**config.mk**
```make
export PLATFORM = sky130hd
export DESIGN_NAME = line_scheduler
export DESIGN_NICKNAME = d
export VERILOG_FILES = /design/src/rtl/line_scheduler.sv
export SDC_FILE = /design/constraint.sdc
export NUM_CORES = 1
export LEC_CHECK = 0
export BUFFER_PORTS_ARGS = -buffer_cell sky130_fd_sc_hd__buf_2
export CORE_ASPECT_RATIO = 0.7
export CORE_MARGIN = 2
export CORE_UTILIZATION = 32
export DETAILED_ROUTE_END_ITERATION = 8
export PLACE_DENSITY = 0.61
export SLEW_MARGIN = 20
export SYNTH_ARGS = -nofsm -noshare
export SYNTH_HDL_FRONTEND = slang
export SYNTH_SLANG_ARGS = --single-unit
```
**constraint.sdc**
```tcl
create_clock -name clk -period 5.85 [get_ports clk]
set_clock_uncertainty 0.05 [all_clocks]
set_input_delay 0.2925 -clock clk [delete_from_list [all_inputs] [get_ports clk]]
set_output_delay 0.2925 -clock clk [all_outputs]
set_load 0.02 [all_outputs]
```
**src/rtl/line_scheduler.sv**
```systemverilog
// Work-queue controller: walks every row/column line through the solver, re-queuing
// lines the solver flags as affected until the queue drains or a line runs out of options.
module line_scheduler #(
    parameter  int SIZE  = 3,
    parameter  int OPT_W = 4,
    localparam int LW    = $clog2(2 * SIZE)
) (
    input  logic             clk,
    input  logic             rst_n,
    input  logic             start,
    output logic [LW-1:0]    cnt_addr,
    input  logic [OPT_W-1:0] cnt_data,
    output logic             disp_valid,
    input  logic             disp_ready,
    output logic [LW-1:0]    line_ind,
    output logic             row,
    output logic [OPT_W-1:0] option_num,
    input  logic             res_valid,
    input  logic [OPT_W-1:0] res_opt_num,
    input  logic             rq_valid,
    input  logic [LW-1:0]    rq_line,
    output logic             busy,
    output logic             done,
    output logic             error,
    output logic [2:0]       state_dbg
);

    localparam int NL = 2 * SIZE;
    localparam int CW = LW + 1;

    typedef enum logic [2:0] {
        S_IDLE     = 3'd0,
        S_INIT     = 3'd1,
        S_POP      = 3'd2,
        S_READ     = 3'd3,
        S_DISPATCH = 3'd4,
        S_WAIT     = 3'd5,
        S_DONE     = 3'd6
    } state_t;

    state_t state_q, state_n;

    logic [LW-1:0] head_q, tail_q, init_idx_q;
    logic [CW-1:0] count_q;
    logic [NL-1:0] inq_q;
    logic [LW-1:0] q_buf [NL];

    logic          start_go, busy_state;
    logic          pop_en, rq_ok, init_ok;
    logic [LW-1:0] pop_line, ins_ptr, head_n, tail_n;
    logic [CW-1:0] count_n;
    logic [NL-1:0] inq_eff, inq_n;
    logic          disp_valid_n, busy_n, done_n;

    // The solver's own count is informational; the BRAM stays the source of truth.
    logic unused_res;
    assign unused_res = ^res_opt_num;

    function automatic logic [LW-1:0] wrap_inc(input logic [LW-1:0] p);
        if (32'(p) == NL - 1) return '0;
        return p + LW'(1);
    endfunction

    assign start_go   = start && ((state_q == S_IDLE) || (state_q == S_DONE));
    assign busy_state = (state_q != S_IDLE) && (state_q != S_DONE);
    assign state_dbg  = state_q;

    // Queue update: at most one pop plus a requeue push and an INIT push per cycle.
    // A popped line's inq bit is released first so it can be re-pushed the same cycle.
    always_comb begin
        pop_en   = (state_q == S_POP) && (count_q != '0);
        pop_line = q_buf[head_q];
        inq_eff  = inq_q;
        if (pop_en) inq_eff[pop_line] = 1'b0;

        rq_ok   = rq_valid && busy_state && (32'(rq_line) < NL) && !inq_eff[rq_line];
        init_ok = (state_q == S_INIT) && !inq_eff[init_idx_q]
                  && !(rq_ok && (rq_line == init_idx_q));

        ins_ptr = rq_ok ? wrap_inc(tail_q) : tail_q;
        tail_n  = init_ok ? wrap_inc(ins_ptr) : ins_ptr;
        head_n  = pop_en ? wrap_inc(head_q) : head_q;
        count_n = count_q + CW'(rq_ok) + CW'(init_ok) - CW'(pop_en);

        inq_n = inq_eff;
        if (rq_ok)   inq_n[rq_line]    = 1'b1;
        if (init_ok) inq_n[init_idx_q] = 1'b1;
    end

    always_ff @(posedge clk) begin
        if (rq_ok)   q_buf[tail_q]  <= rq_line;
        if (init_ok) q_buf[ins_ptr] <= init_idx_q;
    end

    always_ff @(posedge clk or negedge rst_n) begin
        if (!rst_n) begin
            head_q     <= '0;
            tail_q     <= '0;
            count_q    <= '0;
            inq_q      <= '0;
            init_idx_q <= '0;
        end else if (start_go) begin
            head_q     <= '0;
            tail_q     <= '0;
            count_q    <= '0;
            inq_q      <= '0;
            init_idx_q <= '0;
        end else begin
            head_q  <= head_n;
            tail_q  <= tail_n;
            count_q <= count_n;
            inq_q   <= inq_n;
            if (state_q == S_INIT) init_idx_q <= init_idx_q + LW'(1);
        end
    end

    always_ff @(posedge clk or negedge rst_n) begin
        if (!rst_n) state_q <= S_IDLE;
        else        state_q <= state_n;
    end

    // Dispatch handshake: disp_valid holds with line_ind/row/option_num stable until
    // the cycle disp_ready is also high; that cycle is the single transfer.
    always_comb begin
        state_n = state_q;
        unique case (state_q)
            S_IDLE:     if (start) state_n = S_INIT;
            S_INIT:     if (32'(init_idx_q) == NL - 1) state_n = S_POP;
            S_POP:      state_n = (count_q == '0) ? S_DONE : S_READ;
            S_READ: begin
                if (cnt_data == '0)               state_n = S_DONE;
                else if (cnt_data == OPT_W'(1))   state_n = S_POP;
                else                              state_n = S_DISPATCH;
            end
            S_DISPATCH: if (disp_ready) state_n = S_WAIT;
            S_WAIT:     if (res_valid)  state_n = S_POP;
            S_DONE:     if (start)      state_n = S_INIT;
            default:    state_n = S_IDLE;
        endcase
    end

    always_comb begin
        disp_valid_n = (state_n == S_DISPATCH);
        busy_n       = (state_n != S_IDLE) && (state_n != S_DONE);
        done_n       = (state_n == S_DONE);
    end

    always_ff @(posedge clk or negedge rst_n) begin
        if (!rst_n) begin
            disp_valid <= 1'b0;
            busy       <= 1'b0;
            done       <= 1'b0;
            error      <= 1'b0;
            cnt_addr   <= '0;
            line_ind   <= '0;
            row        <= 1'b0;
            option_num <= '0;
        end else begin
            disp_valid <= disp_valid_n;
            busy       <= busy_n;
            done       <= done_n;
            if (pop_en) begin
                cnt_addr <= pop_line;
                line_ind <= pop_line;
                row      <= (32'(pop_line) < SIZE);
            end
            if (state_q == S_READ) option_num <= cnt_data;
            if (start_go)
                error <= 1'b0;
            else if ((state_q == S_READ) && (cnt_data == '0))
                error <= 1'b1;
        end
    end

endmodule

```
Word level (Yosys, flattened, before mapping). Memory sizes are Yosys's and may differ from the RTL's. Cells that the tools add are included.

Add/sub/neg operators: 7. Order comparisons: 8. Equality and inequality tests: 16. Multiplexer cells: 45. Bitwise operators: 4. Reduce and logical (&&, ||, !) cells: 28.

Operators with widths (count): 3-bit 2-to-1 mux (20); 3-bit == test, second input constant (9); 6-bit 2-to-1 mux (4); 3-bit one-hot mux with 6 select lines (1); 1-bit logical AND (14); 1-bit 2-to-1 mux (14); 3-bit by 1-bit adder with 3-bit output, second input constant (4); 3-bit by 4-bit < comparator with 1-bit output, second input constant (3); 6-bit OR (2); 1-bit demux with 3-bit select (3); 3-bit by 1-bit greater-or-equal comparator with 1-bit output, second input constant (3); 4-bit by 1-bit adder with 4-bit output (2); 4-bit logical NOT (2); 6-bit AND (1); 1-bit binary-select mux with 3-bit select (2); 3-bit by 2-bit == test with 1-bit output, second input constant (2); 3-bit != test, second input constant (2); 6-bit NOT (1); 2-bit nonzero test (3); 3-bit nonzero test (2); 4-bit by 1-bit == test with 1-bit output, second input constant (1); 4-bit 2-to-1 mux (1); 4-bit nonzero test (1); 4-bit by 1-bit subtractor with 4-bit output (1); 8 further kinds (10).

Flip-flop bits (word level): 34. Memory bits (writable): 18. Bits of input ports: 17. Output and inout bits: 18. Logic and storage cells: 122. Memories kept: 1.

Memories: q_buf (depth 6, width 3, read ports 1, clocked after Yosys merged registers in 0, write ports 2, RTL line 46) `logic [LW-1:0] q_buf [NL];`.

Longest topological paths before layout. Gate-level depths: netlist of the first run. An unclocked memory read counts as a cell.

Word-level depth: 18. Mapped depth: 18. Gate-level depth less buffers: 17.

Worst setup path before layout of the first run. Ideal clock, no wire load.

Path type: register to register. From: register state_q[2], in the netlist state_dbg[2]. To: register count_q[1]. Setup time: 0.074 ns. Arrival time: 3.311 ns. Required time: 5.726 ns. Setup slack: 2.415 ns. Stages on the path, launching flop included: 16. Path buffers: 2. Clock period less this slack: 3.435 ns. Path through: dfrtp_1 > buf_6 > nand2b_4 > or3_4 > a21o_1 > o31ai_2 > o2111a_1 > and3_1 > buf_6 > inv_4 > ha_1 > inv_1 > fa_1 > inv_1 > fa_1 > nor2_1.

Word-level cells in the longest chain between the ends: 13. Elaborated cells between the ends (all ways): 28. Classes of those cells: add/sub (3); eq/ne (4); mux (6); reduce/logical (15).

Ends and longest elaborated chain: start: declaration (RTL line 41) `state_t state_q, state_n;`; start signal: assignment (RTL line 119) `else state_q <= state_n;`; branches (longest 12 deep; another with 4-bit by 1-bit adder with 4-bit output); 4-bit 2-to-1 mux (*) (RTL line 102) `end else if (start_go) begin`; end signal: assignment (RTL line 111) `count_q <= count_n;`; end: declaration (RTL line 44) `logic [CW-1:0] count_q;`.

Mark *: on every way between the ends. The select of a mux whose other input is x is not followed. A chain may end at the register's enable or synchronous reset.

Worst setup path in the final report of the first run.
From: register count_q[2]. To: register count_q[2].

Word-level cells in the longest chain between the ends: 13. Elaborated cells between the ends (all ways): 18. Classes of those cells: add/sub (3); mux (6); reduce/logical (9).

Ends and longest elaborated chain: 4-bit nonzero test (*) (RTL line 71) `pop_en = (state_q == S_POP) && (count_q != '0);`; 1-bit logical AND (*) (RTL line 71); via pop_en (RTL line 49) `logic pop_en, rq_ok, init_ok;`; branches (longest 9 deep; another with 4-bit by 1-bit adder with 4-bit output); 4-bit by 1-bit subtractor with 4-bit output (*) (RTL line 83) `count_n = count_q + CW'(rq_ok) + CW'(init_ok) - CW'(pop_en);`; 4-bit 2-to-1 mux (*) (RTL line 102).

Mark *: on every way through the listed nets, which the timed path passes. The select of a mux whose other input is x is not followed.

==> results.txt, run 1 <==
largest net degree at the start of global routing: 35
met3 wire length: 460 um
Crit. Startpoint: count_q[2]$_DFF_PN0_
post-layout min period: 4.58 ns
synthesized area per cell: 10.1 um^2
status: finished clean
total I/O pin count: 35
fmax: 218 MHz
die area: 10700 um^2
Syn. warnings: 0
worst skew pair latency: 0.29 ns
GRT Overall Usage: 14.5%
initial antenna violation count: 0
Async S/R FF share, synth: 65.4%
Pleak: 1.39 nW
Slew @ Worst Pin: 1.06 ns
Slew HR: 29.7%
H-tree depth: 2
diode count: 0
Arrival @ worst endpoint: 4.67 ns
Total Power: 1.84 mW
WL/cell: 15.5 um
Crit path required time: 5.94 ns
Startpoint Class: flip-flop
CP max FO: 12
via count: 2292
hold buffer count at CTS: 0
die width: 123 um
top-area cell type share of the netlist area: 27.0%
count leader, synth: dfrtp_1
fin worst setup slack: 1.27 ns
DRC Markers: 0
Post-Place Cells: 446
top_reg_cell synth: dfrtp_1
CTS-repair resized insts: 0
fin. max-slew vios: 0
setup TNS: 0 ns
layout cells sized above 1: 17.5%
WL final: 7.03 mm
RePlAce Congestion: 0.836
clock network power share: 15.3%
initial core utilization: 32.6%
post-synth top area cell: dfrtp_1
Fin. Hold Viols: 0
DP Wirelength: 5.17 mm
Final setup viols: 0
Post-synth EDFFs: 18
ranking of synthesized cells by area: dfrtp_1, edfxtp_1, mux2_1
Net Sw Frac: 43.9%
RSZ-0062 raised after global routing: no
r2r setup slk: 1.27 ns
metal2 WL: 2.90 mm
Psw: 0.808 mW
syn_nets: 336
synth cell count leaders: dfrtp_1, nand2_1, nor2_1
vias in the first global route: 2232
Seq cells post-synth: 52
Distinct cells, synth: 60
I/O Buffers: 30
Critical Path End Type: flip-flop
clock buffer depth: 2
Seq pwr share: 36.4%
sequential share of the synthesized area: 44.2%
P&R area growth vs syn: 10.3%
CTS Root Cell: clkbuf_16
global-route wire length before repair: 11.9 mm
Initial DRT Pass Iterations: 4
CP Class: flip-flop to flip-flop
TritonCTS Buffers: 5
GRT overflow: 0
Sink Count: 52
Hold Path Class: input pin to async pin
Peak VDD IR: 0.173 mV
final hold slack: 0.0349 ns
row cnt: 30
dpl ws: 1.39 ns
Pwr per Cell Area: 530 nW/um^2
RR Startpoint: count_q[2]$_DFF_PN0_
CTS tree: built
core area: 9650 um^2
WL met1: 3.63 mm
fin crit share: 78.2%
Syn Inst Count: 311
vias per cell: 5.05
clock slew at reported path FFs: 0.07 ns
combinational share of power: 48.2%
initial drt markers: 215
max layer used: met4
cell-internal power: 1.03 mW
Max-Cap Viols: 0
die height: 87.0 um
synthesized cell area: 3150 um^2
fin nets: 350
final cell count without fillers: 454
Setup Fix Bufs, Post-CTS: 0
Routed Antenna Nets: 0
## placed cells by master (no fill, tap or decap), drive strengths merged, types with 4 or more instances in the layout
master / netlist / routed
and2: 5 / 5
inv: 14 / 14
nand3: 13 / 13
or3: 6 / 6
nand2: 33 / 33
a21oi: 12 / 12
xor2: 6 / 6
mux2: 21 / 21
and3: 4 / 4
ha: 6 / 6
nor3: 6 / 6
nor2b: 8 / 8
o21ai: 15 / 15
mux2i: 12 / 12
o31ai: 7 / 7
nor2: 23 / 23
clkbuf: 11 / 7
buf: 12 / 30
dfrtp: 34 / 34
edfxtp: 18 / 18
a31oi: 6 / 6
## sequential cells by signal, indices dropped and copies added, names as in the netlist
| name | flops |
|---|---|
| q_buf | 18 |
| option_num | 4 |
| state_dbg | 3 |
| count_q | 4 |
| line_ind | 3 |
| row | 1 |
| head_q | 3 |
| inq_q | 6 |
| tail_q | 3 |
| disp_valid | 1 |
| error | 1 |
| busy | 1 |
| init_idx_q | 3 |
| done | 1 |
## cell type report
cell class / count / area, um^2
Sequential cell: 52 / 1390
Clock inverter: 1 / 5.00
Fill cell: 984 / 6180
Tap cell: 128 / 160
Clock buffer: 7 / 133
Multi-Input combinational cell: 222 / 1580
Timing Repair Buffer: 30 / 150
Inverter: 14 / 55.1
## through the flow
| step | cell area (um^2) | utilization (%) |
|---|---|---|
| 6_report | 3470 | 36.0 |
| 5_1_grt | 3470 | 36.0 |
| 4_1_cts | 3470 | 36.0 |
| 3_5_place_dp | 3330 | 34.6 |
| 3_3_place_gp | 3330 | 34.6 |
| 2_1_floorplan | 3150 | - |
## layer usage
metal	GRT usage (%)	vias to the layer above
met5	0	-
met4	3.34	0
met3	3.47	5
met2	20.3	57
met1	22.2	1104
li1	-	1126
## cell families after synthesis
logic type      count (synthesis)  share of synthesized area, %
mux                            34                          12.0
fa+ha+maj                       8                          3.66
flops                          52                          44.2
buf+inv                        37                          5.72
simple gates                  116                          19.6
xor+xnor                        9                          2.50
compound gates                 55                          12.2
## power groups by stage
stage	sequential [mW]	combinational [mW]	clock [mW]
after CTS	0.671	0.892	0.291
after global placement	0.672	0.863	0
final	0.670	0.887	0.282
after detailed placement	0.678	0.887	0
after global routing	0.698	0.995	0.306
after floorplan	0.651	0.705	0
## worst paths after layout
check                                       endpoint  depth (start not counted)
setup / recovery                count_q[2]$_DFF_PN0_                         15
hold / removal                   tail_q[2]$_DFF_PN0_                          1
setup reg to reg                count_q[2]$_DFF_PN0_                         15
hold reg to reg                      row$_DFFE_PN0N_                          1
max in group asynchronous      head_q[1]$_DFFE_PN0P_                          1
min in group clk           option_num[3]$_DFFE_PN0P_                          2
## worst max-delay path: stages, from the launching register on
cell and delay (ns):
dfrtp_1 0.32, inv_1 0.05, ha_1 0.19, nor3b_1 0.17, or3_4 0.45, inv_2 0.14, nand3_2 0.14, o31ai_1 0.45
mux4_2 0.38, o2111ai_4 0.19, a21oi_1 0.89, fa_1 0.36, inv_1 0.06, fa_1 0.37, xor2_1 0.15, nor2_1 0.06
(Power assumes the default switching activity.)
==> inputs of run 2 (changes only) <==
--- a/config.mk
+++ b/config.mk
@@ -10,7 +10,7 @@
 export CORE_MARGIN = 2
 export CORE_UTILIZATION = 32
 export DETAILED_ROUTE_END_ITERATION = 8
-export PLACE_DENSITY = 0.61
+export PLACE_DENSITY = 0.63
 export SLEW_MARGIN = 20
 export SYNTH_ARGS = -nofsm -noshare
 export SYNTH_HDL_FRONTEND = slang
==> constraint.sdc (replaced) <==
create_clock -name clk -period 3.84 [get_ports clk]
set_clock_uncertainty 0.05 [all_clocks]
set_input_delay 0.192 -clock clk [delete_from_list [all_inputs] [get_ports clk]]
set_output_delay 0.192 -clock clk [all_outputs]
set_load 0.02 [all_outputs]
==> run 2 against run 1 <==
Net effect:
- via count up 4.4%
- total power grew 66%
- largest cell class unchanged
- clock power rose by 68%
- routed wire length up 5.3%
- global-route usage rose by 0.82 points
- sequential share of layout area fell by 2.6 points
- hold slack better by 0.083 ns
- combinational power rose by 76%
- highest routed layer unchanged
- register-to-register slack worse by 1.1 ns
- utilization increased by 2.5 points
- fmax rose by 25%
==> results.txt, run 2 (synthesis gave the netlist of run 1 again) <==
status: finished clean
initial core utilization: 32.6% (unchanged)
initial drt markers: 212 (-1.4%)
Critical Path End Type: flip-flop
Most Crowded Layer GR: met1
Pwr per Cell Area: 821 nW/um^2 (+55%)
CP bufs+invs: 5 (+2)
P&R area growth vs syn: 18.0%
CTS Root Cell: clkbuf_16
die area: 10700 um^2 (unchanged)
RSZ-0062 raised after global routing: no
Cells on Worst Hold Path: 2
max FFs per register: 18 (unchanged)
CTS tree: built
initial antenna violation count: 0 (unchanged)
Peak VDD IR: 0.262 mV (+52%)
fillcell total: 925 (-6.0%)
fin worst setup slack: 0.167 ns (-1.11 ns)
clock buffer depth: 2 (unchanged)
commonest non-fill, non-tap cells in the layout: nand2_1, dfrtp_1, buf_2, nor2_1
DRC Markers: 0 (unchanged)
CP max FO: 7 (-5)
Slew @ Worst Pin: 0.796 ns (-0.259 ns)
clock slew at reported path FFs: 0.07 ns (about the same)
dpl ws: 0.000490 ns (-1.39 ns)
WL final: 7.41 mm (+5.3%)
fin. max-slew vios: 0 (unchanged)
Top reg by flops: q_buf
crit-path leading delay family: adder cells
via count: 2392 (+4.4%)
Pleak: 1.50 nW (+7.7%)
Startpoint Class: flip-flop
met2 usage: 21.4% (+1.1 points)
fin crit share: 95.6% (+17 points)
Crit path required time: 4.00 ns (-1.94 ns)
post-layout min period: 3.67 ns (-0.905 ns)
layout cells sized above 1: 24.9% (+7.4 points)
Final setup viols: 0 (unchanged)
Sink Count: 52 (unchanged)
Slew HR: 46.9% (+17 points)
GRT overflow: 0 (unchanged)
diode count: 0 (unchanged)
Largest regs: q_buf: 18 flops, inq_q: 6 flops
worst-path cell chain: inv_1 -> ha_1 -> nor3b_1 -> buf_4 -> or3_4 -> a21o_4 -> o31ai_4 -> o2111a_1 -> and3_2 -> inv_4 -> ha_1 -> inv_1 -> fa_1 -> inv_1 -> fa_1 -> nor2_1
global-route wire length before repair: 12.5 mm (+5.3%)
Hold Path Class: input pin to flip-flop
Max-Cap Viols: 0 (unchanged)
WL/cell: 15.7 um (+1.1%)
I/O Buffers: 30 (unchanged)
DP Wirelength: 5.43 mm (+5.0%)
fmax: 272 MHz (+25%)
total I/O pin count: 35 (unchanged)
CP max-delay cell: fa_1
largest net degree at the start of global routing: 35 (unchanged)
Initial DRT Pass Iterations: 4 (unchanged)
met3 Use GR: 3.34% (-0.13 points)
final hold slack: 0.117 ns (+0.0825 ns)
Crit path depth: 16 (+1)
TritonCTS Buffers: 5 (unchanged)
CP peak stage delay: 0.41 ns (-0.48 ns)
die height: 87.0 um (unchanged)
setup TNS: 0 ns (unchanged)
RePlAce Congestion: 0.806 (-3.5%)
core area: 9650 um^2 (unchanged)
vias in the first global route: 2413 (+8.1%)
GRT met1 Usage: 23.5% (+1.3 points)
Fin. Hold Viols: 0 (unchanged)
vias per cell: 5.06 (+0.17%)
die width: 123 um (unchanged)
CP Class: flip-flop to flip-flop
Total Power: 3.05 mW (+66%)
row cnt: 30 (unchanged)
reg2reg path depth: 16 (+1)
Arrival @ worst endpoint: 3.84 ns (-0.83 ns)
H-tree depth: 2 (unchanged)
worst skew pair latency: 0.29 ns (about the same)
GRT Overall Usage: 15.3% (+0.82 points)
CP most frequent cell: inv_1
fin nets: 369 (+5.4%)
Routed Antenna Nets: 0 (unchanged)
## run 2: cell count changes in the layout (fill, tap and decap cells not counted), moves of 2 or more
cell / before / now
o31ai_4: 0 / 3
a21oi_1: 11 / 9
clkbuf_8: 0 / 2
buf_4: 0 / 18
a21oi_2: 0 / 2
o31ai_1: 6 / 2
## run 2: worst paths after layout
check	startpoint	endpoint	slack, ns
hold / removal	cnt_data[3]	option_num[3]$_DFFE_PN0P_	0.12
min in group asynchronous	rst_n	tail_q[1]$_DFF_PN0_	0.47
max in group asynchronous	rst_n	head_q[1]$_DFFE_PN0P_	2.71
setup / recovery	count_q[2]$_DFF_PN0_	count_q[1]$_DFF_PN0_	0.17
setup reg to reg	count_q[2]$_DFF_PN0_	count_q[1]$_DFF_PN0_	0.17
hold reg to reg	row$_DFFE_PN0N_	row$_DFFE_PN0N_	0.44
## run 2: repair_timing
action | 4_1_cts | 5_1_grt
endpoints found under the setup margin | 5 | 25
pin swaps | 0 | 1
gates resized for setup | 3 | 12
buffers inserted | 0 | 4
hold endpoints to repair | 34 | 0
cloned | 0 | 0
hold buffers | 1 | 0
## run 2: area by class of cell
cell class / instances / area (um^2) / share of cell area, %
multi-input cells: 222 / 1650 / 44.5
flip-flops and latches: 52 / 1390 / 37.5
repair buffers: 49 / 295 / 7.95
well taps: 128 / 160 / 4.31
clock buffers: 8 / 156 / 4.21
inverters: 14 / 55.1 / 1.48
## run 2: where the power goes
group	internal (mW)	switching [mW]	leakage [nW]
combinational	0.653	0.905	0.825
clock	0.278	0.195	0.0772
sequential	0.800	0.219	0.593
total	1.73	1.32	1.50
## run 2: layer usage
| layer | vias up | routed length (um) |
|---|---|---|
| met5 | - | 0 |
| met4 | 0 | 58 |
| met3 | 9 | 433 |
| met2 | 62 | 3030 |
| met1 | 1154 | 3890 |
| li1 | 1167 | - |
## run 2: metrics by stage
step	instance area [um^2]	std cells	utilization, %
2_1_floorplan	3150	311	-
3_3_place_gp	3440	460	35.6
3_5_place_dp	3440	460	35.6
4_1_cts	3610	469	37.5
5_1_grt	3710	473	38.5
6_report	3710	473	38.5
